<file path="src/rtl/out_pass4_handshake_pkg.sv">
// Shared definitions for the RAM_IO output-pass BEL: config-bit indices and the nibble word type.
package out_pass4_handshake_pkg;

    // Config-bit positions inside ConfigBits
    localparam int unsigned CFG_LANE_REG  = 0;   // lanes 0..3 occupy bits [3:0]
    localparam int unsigned CFG_HS_EN     = 4;
    localparam int unsigned CFG_IDLE_HOLD = 5;

    localparam int unsigned NUM_LANES     = 4;

    typedef logic [NUM_LANES-1:0] nibble_t;

    // Gather the four scalar fabric lanes into one word, lane 0 in bit 0
    function automatic nibble_t pack_lanes(input logic l0, input logic l1,
                                           input logic l2, input logic l3);
        return {l3, l2, l1, l0};
    endfunction

endpackage

</file>
<file path="src/rtl/out_pass4_handshake_fifo2.sv">
// Building blocks for the output-pass BEL: a small nibble FIFO and a per-lane 2:1 mux.
module out_fifo2
    import out_pass4_handshake_pkg::*;
#(
    parameter int unsigned FIFO_DEPTH = 2
) (
    input  logic                          clk,
    input  logic                          resetn,
    input  logic                          flush,
    input  logic                          push,
    input  nibble_t                       din,
    input  logic                          pop,
    output nibble_t                       dout,
    output logic [$clog2(FIFO_DEPTH):0]   count,
    output logic                          full,
    output logic                          empty
);

    localparam int unsigned PTR_W = $clog2(FIFO_DEPTH);
    localparam int unsigned CNT_W = PTR_W + 1;

    nibble_t            r_mem [FIFO_DEPTH];
    logic [PTR_W-1:0]   r_wr_ptr;
    logic [PTR_W-1:0]   r_rd_ptr;
    logic [CNT_W-1:0]   r_count;
    logic               w_push;
    logic               w_pop;

    assign full   = (r_count == CNT_W'(FIFO_DEPTH));
    assign empty  = (r_count == '0);
    assign count  = r_count;
    assign dout   = r_mem[r_rd_ptr];

    // A full FIFO refuses writes even when a read happens in the same cycle
    assign w_push = push & ~full;
    assign w_pop  = pop  & ~empty;

    // Storage, pointers and occupancy; flush empties the buffer without touching storage
    always_ff @(posedge clk or negedge resetn) begin
        if (!resetn) begin
            for (int unsigned i = 0; i < FIFO_DEPTH; i++) begin
                r_mem[i] <= '0;
            end
            r_wr_ptr <= '0;
            r_rd_ptr <= '0;
            r_count  <= '0;
        end else if (flush) begin
            r_wr_ptr <= '0;
            r_rd_ptr <= '0;
            r_count  <= '0;
        end else begin
            if (w_push) begin
                r_mem[r_wr_ptr] <= din;
                r_wr_ptr        <= r_wr_ptr + 1'b1;
            end
            if (w_pop) begin
                r_rd_ptr <= r_rd_ptr + 1'b1;
            end
            case ({w_push, w_pop})
                2'b10:   r_count <= r_count + 1'b1;
                2'b01:   r_count <= r_count - 1'b1;
                default: r_count <= r_count;
            endcase
        end
    end

endmodule

// Simple 2:1 selector used per lane to pick combinational or registered pass data.
module my_mux2 (
    input  logic A0,
    input  logic A1,
    input  logic S,
    output logic X
);

    assign X = S ? A1 : A0;

endmodule

</file>
<file path="src/rtl/out_pass4_handshake.sv">
// Fabric-to-pad output BEL: four-lane pass-through or a buffered nibble valid/ready channel.
module out_pass4_handshake
    import out_pass4_handshake_pkg::*;
#(
    parameter int unsigned NoConfigBits = 6,
    parameter int unsigned FIFO_DEPTH   = 2
) (
    input  logic                    UserCLK,
    input  logic                    RESETn,
    input  logic                    I0,
    input  logic                    I1,
    input  logic                    I2,
    input  logic                    I3,
    input  logic                    I_VALID,
    output logic                    I_READY,
    output logic                    O0,
    output logic                    O1,
    output logic                    O2,
    output logic                    O3,
    output logic                    O_VALID,
    input  logic                    O_READY,
    input  logic [NoConfigBits-1:0] ConfigBits
);

    localparam int unsigned CNT_W = $clog2(FIFO_DEPTH) + 1;

    nibble_t            r_q;
    nibble_t            r_last;
    nibble_t            w_in;
    nibble_t            w_pass;
    nibble_t            w_hs_data;
    nibble_t            w_out;
    nibble_t            w_head;
    logic [CNT_W-1:0]   w_count;
    logic               w_full;
    logic               w_empty;
    logic               w_hs_en;
    logic               w_idle_hold;
    logic               w_push;
    logic               w_pop;

    assign w_in        = pack_lanes(I0, I1, I2, I3);
    assign w_hs_en     = ConfigBits[CFG_HS_EN];
    assign w_idle_hold = ConfigBits[CFG_IDLE_HOLD];

    // Lane flops sample the fabric every cycle regardless of mode
    always_ff @(posedge UserCLK or negedge RESETn) begin
        if (!RESETn) begin
            r_q <= '0;
        end else begin
            r_q <= w_in;
        end
    end

    // Per-lane combinational/registered selection for pass mode
    for (genvar g = 0; g < NUM_LANES; g++) begin : g_lane
        my_mux2 u_mux (
            .A0 (w_in[g]),
            .A1 (r_q[g]),
            .S  (ConfigBits[CFG_LANE_REG + g]),
            .X  (w_pass[g])
        );
    end

    // Handshake glue; both flags depend on occupancy only and are forced idle in pass mode
    assign I_READY = ~w_hs_en | (w_count != CNT_W'(FIFO_DEPTH));
    assign O_VALID = w_hs_en & ~w_empty;
    assign w_push  = w_hs_en & I_VALID & ~w_full;
    assign w_pop   = O_VALID & O_READY;

    out_fifo2 #(
        .FIFO_DEPTH (FIFO_DEPTH)
    ) u_fifo (
        .clk    (UserCLK),
        .resetn (RESETn),
        .flush  (~w_hs_en),
        .push   (w_push),
        .din    (w_in),
        .pop    (w_pop),
        .dout   (w_head),
        .count  (w_count),
        .full   (w_full),
        .empty  (w_empty)
    );

    // Last popped word, kept across mode switches for the idle-hold display
    always_ff @(posedge UserCLK or negedge RESETn) begin
        if (!RESETn) begin
            r_last <= '0;
        end else if (w_pop) begin
            r_last <= w_head;
        end
    end

    assign w_hs_data = O_VALID     ? w_head :
                       w_idle_hold ? r_last : '0;

    assign w_out = w_hs_en ? w_hs_data : w_pass;

    assign O0 = w_out[0];
    assign O1 = w_out[1];
    assign O2 = w_out[2];
    assign O3 = w_out[3];

endmodule

</file>
<file path="config.mk">
export PLATFORM = sky130hd
export DESIGN_NAME = out_pass4_handshake
export DESIGN_NICKNAME = d
export VERILOG_FILES = /design/src/rtl/out_pass4_handshake_pkg.sv /design/src/rtl/out_pass4_handshake_fifo2.sv /design/src/rtl/out_pass4_handshake.sv
export SDC_FILE = /design/constraint.sdc
export NUM_CORES = 1
export LEC_CHECK = 0
export BUFFER_PORTS_ARGS = -buffer_cell sky130_fd_sc_hd__buf_4
export CORE_ASPECT_RATIO = 0.9
export CORE_UTILIZATION = 47
export DETAILED_ROUTE_END_ITERATION = 12
export GPL_ROUTABILITY_DRIVEN = 0
export PLACE_DENSITY_LB_ADDON = 0.25
export SLEW_MARGIN = 15
export SYNTH_ARGS = -nofsm -noshare
export SYNTH_HDL_FRONTEND = slang
export SYNTH_SLANG_ARGS = --single-unit
export TNS_END_PERCENT = 30
</file>
<file path="constraint.sdc">
create_clock -name UserCLK -period 1.4 [get_ports UserCLK]
set_input_delay 0.14 -clock UserCLK [delete_from_list [all_inputs] [get_ports UserCLK]]
set_output_delay 0.14 -clock UserCLK [all_outputs]
set_load 0.005 [all_outputs]
</file>
==> results.md <==
* Hold path endpoint: u_fifo.count[0]
* Reg2reg end: u_fifo.r_mem[6]
* Startpoint class of the critical path: flip-flop
* Core area at between 0.0015 and 0.002 sq mm
* DIE AREA at approximately 0.0023 sq mm
* Total grt overflow at 0
* TritonCTS buffer count at 3
* Synth Cell Area at roughly 1000 sq um
* #FFs+latches synth at 20
* Final Non-Filler Cells at approximately 140
* Wirelength per Cell at between 15 and 20 um
* Cell-internal power at approximately 1.2 mW
* # diodes at 0
* Flop pwr share at 0.500
* Hold Startpoint: O_READY
* Initial DRC count at 11
* Critical Path Stages at 4
* Clock transition at path regs at approximately 0.12 ns
* Syn Nets at 94
* Root Buffer: clkbuf_4
* Endpoints failing setup at 10
* # IOs at 20
* Arrival time at the worst endpoint at approximately 1.5 ns
* Hold depth at 3
* Routed vias/inst at roughly 5.4
* Die W at 50.59 um
* Sw Pwr at ~0.42 mW
* Cells after Synth at 80
* Flop2flop setup slack at -0.07 ns
* Status: finished with violations
* CP max-delay cell: dfrtp_2
* DR vias at about 750
* DP HPWL at ~1.5 mm
* TritonCTS clock tree: done
* Maximum clock frequency at ~0.63 GHz
* Clk sinks at 20
* Cell area power density at 1156 mW/mm^2
* Total Wirelength at roughly 2.1 mm
* Worst R2R Path Depth at 3
* Syn_area_per_cell at roughly 12 sq um
* Synth cell types at 23
* Minimum clock period at roughly 1.6 ns
* Top cell type's share of synthesized area at 0.5013
* DRT Pass-1 Iters at 6
* Clk pwr share at 0.213
* Worst slew pin tran at 0.3393 ns
* Final hold vios at 0
* Finished Core Util at 0.6949
* Overall Global Routing Usage at 0.2108
* Seq/Total Area, Yosys at 0.5013
* Critical Path RT at 1.26 ns
* Hold_ws at roughly 0.13 ns
* Crit Path Category: reg2out
* Lkg Pwr at 0.6275 nW
* Area delta synth->final at 35.84%
* Peak supply drop at approximately 910 uV
* Die height at approximately 46 um
* Finished Cell Area at between 0.001 and 0.0015 sq mm
* Initial antenna violation count at 0
* Yosys warning count at 0
* Origin of the critical flop-to-flop path: u_fifo.count[1]
* Row cnt at 15
* Setup_tns at -1.086 ns
* Critical path fanouts, max at 5
* Post-DP Area at 0.001196 sq mm
* Place WS at -0.04535 ns
* Final setup margin at -0.1863 ns
* # H-tree levels at 1
* Skew final at 0.01472 ns
* Combinational share of power at 0.287
* Antenna viol nets, final at 0
* CP cell instances: mux2_4 > o21ai_2 > a22oi_1 > buf_4
* Switching Fraction at 0.2663
* Worst Setup End Kind: output pin
* Max Cap Viol at 0
* Hold Path Class: in2reg
* Skew-Pair Late Insertion Delay at approximately 0.31 ns
* DRC viols at 0
* Worst Path Buf+Inv at 1
* Largest net degree at the start of global routing at 21
* Crit path max-delay family: flip-flops
* Tcrit/Tclk final at 1.133
* Inst Count DP at around 130
* Slew HR at 0.7721
* Max Transition Viols Final at 0
* Layout cell share with drive strength beyond 1 at 0.5575
* Unrepaired setup endpoints after global routing: yes
* First-pass GRT wire length at 3.477 mm
* Vias in the first global route at between 700 and 800
* Input/output buffers at 19
* Synth top area cells: dfrtp_1, mux2_2, mux2_4, mux2i_1, a22oi_1
* Fin nets at approximately 130
* CP max stage delay at around 0.5 ns
* Violated checks: setup timing
* Initial Utilization at 0.5115
* Pwr Total at about 1.6 mW
* Cell accounting for the most synthesized area: dfrtp_1
* CTS Buffer Depth at 2
logic make-up (layout without fill, tap and decap cells):
family | count (synthesis) | count (layout) | synth area share
flip-flops | 20 | 20 | 0.5013
AND/OR/NAND/NOR | 13 | 13 | 0.1103
XOR/XNOR | 1 | 1 | 0.008774
AO/OA/AOI/OAI | 20 | 20 | 0.1190
buffers and inverters | 6 | 39 | 0.02506
multiplexers | 20 | 20 | 0.2356
registers in the layout, summed over array words and instances (netlist names):
signal	cells
u_fifo.r_mem	8
u_fifo.r_rd_ptr	1
u_fifo.count	2
r_last	4
u_fifo.r_wr_ptr	1
r_q	4
synthesized netlist by cell type:
cell and n:
or3_4 1, nor2_1 3, and2b_1 1, a31oi_1 5
nor4_4 1, o21ai_0 7, mux2i_1 4, mux2_2 12
inv_1 1, xor2_1 1, or3_1 1, buf_2 2
clkbuf_1 1, inv_2 2, a21oi_1 3, nor4bb_1 1
a22oi_1 5, nand3_1 1, nand4b_4 1, dfrtp_1 20
mux2_4 4, nor2_2 1, nand2_1 2
worst register-to-register path, stage by stage, from the launching register on:
cell	delay (ns)
dfrtp_2	0.47
and2b_2	0.25
nor4_4	0.26
mux2_2	0.38
area by class of cell:
class                   count  area [sq um]
clock buffers               4         36.28
fillers                   142         595.6
inverters                   3         11.26
multi-input cells          54         520.5
flip-flops and latches     20         504.2
well taps                  25         31.28
repair buffers             32         252.7
power by group through the flow:
stage                     Sequential (mW)  Combinational (mW)  Clock [mW]
after floorplan                     0.758               0.258           0
after global placement              0.782               0.375           0
after detailed placement            0.786               0.382           0
after CTS                           0.780               0.424       0.342
after global routing                0.796               0.494       0.357
final                               0.784               0.451       0.333
how the worst max path moves through the flow:
stage / startpoint / end
after detailed placement: u_fifo.count[1] / u_fifo.r_mem[4]
after floorplan: u_fifo.count[1] / u_fifo.r_mem[4]
after CTS: u_fifo.r_rd_ptr / O1
final: u_fifo.r_rd_ptr / O0
after global routing: u_fifo.count[1] / O2
after global placement: u_fifo.count[1] / u_fifo.r_mem[7]
metal layers:
layer	up-vias	share of wire	GRT usage
met2	10	0.48	0.3333
met5	-	0	0
met3	4	0.037	0.06667
met4	0	0.010	0.05000
met1	374	0.47	0.2857
li1	361	-	-
layout by cell type, fill, tap and decap left out, drive strengths merged, types with 2 or more instances in the layout:
cell / instances
dfrtp: 20
inv: 3
a31oi: 5
nand2: 2
nor2: 4
a22oi: 5
buf: 27
mux2: 16
clkbuf: 4
dlygate4sd3: 5
a21oi: 3
mux2i: 4
or3: 2
o21ai: 7
what timing repair did:
action                                  4_1_cts  5_1_grt
endpoints found under the setup margin        9       13
pin swaps                                     3        4
buffers inserted                              1        2
gates resized for setup                      11        8
hold buffers                                  5        0
gates cloned                                  0        0
endpoints found under the hold margin        24        0
Power figures use the tool's default switching activity.
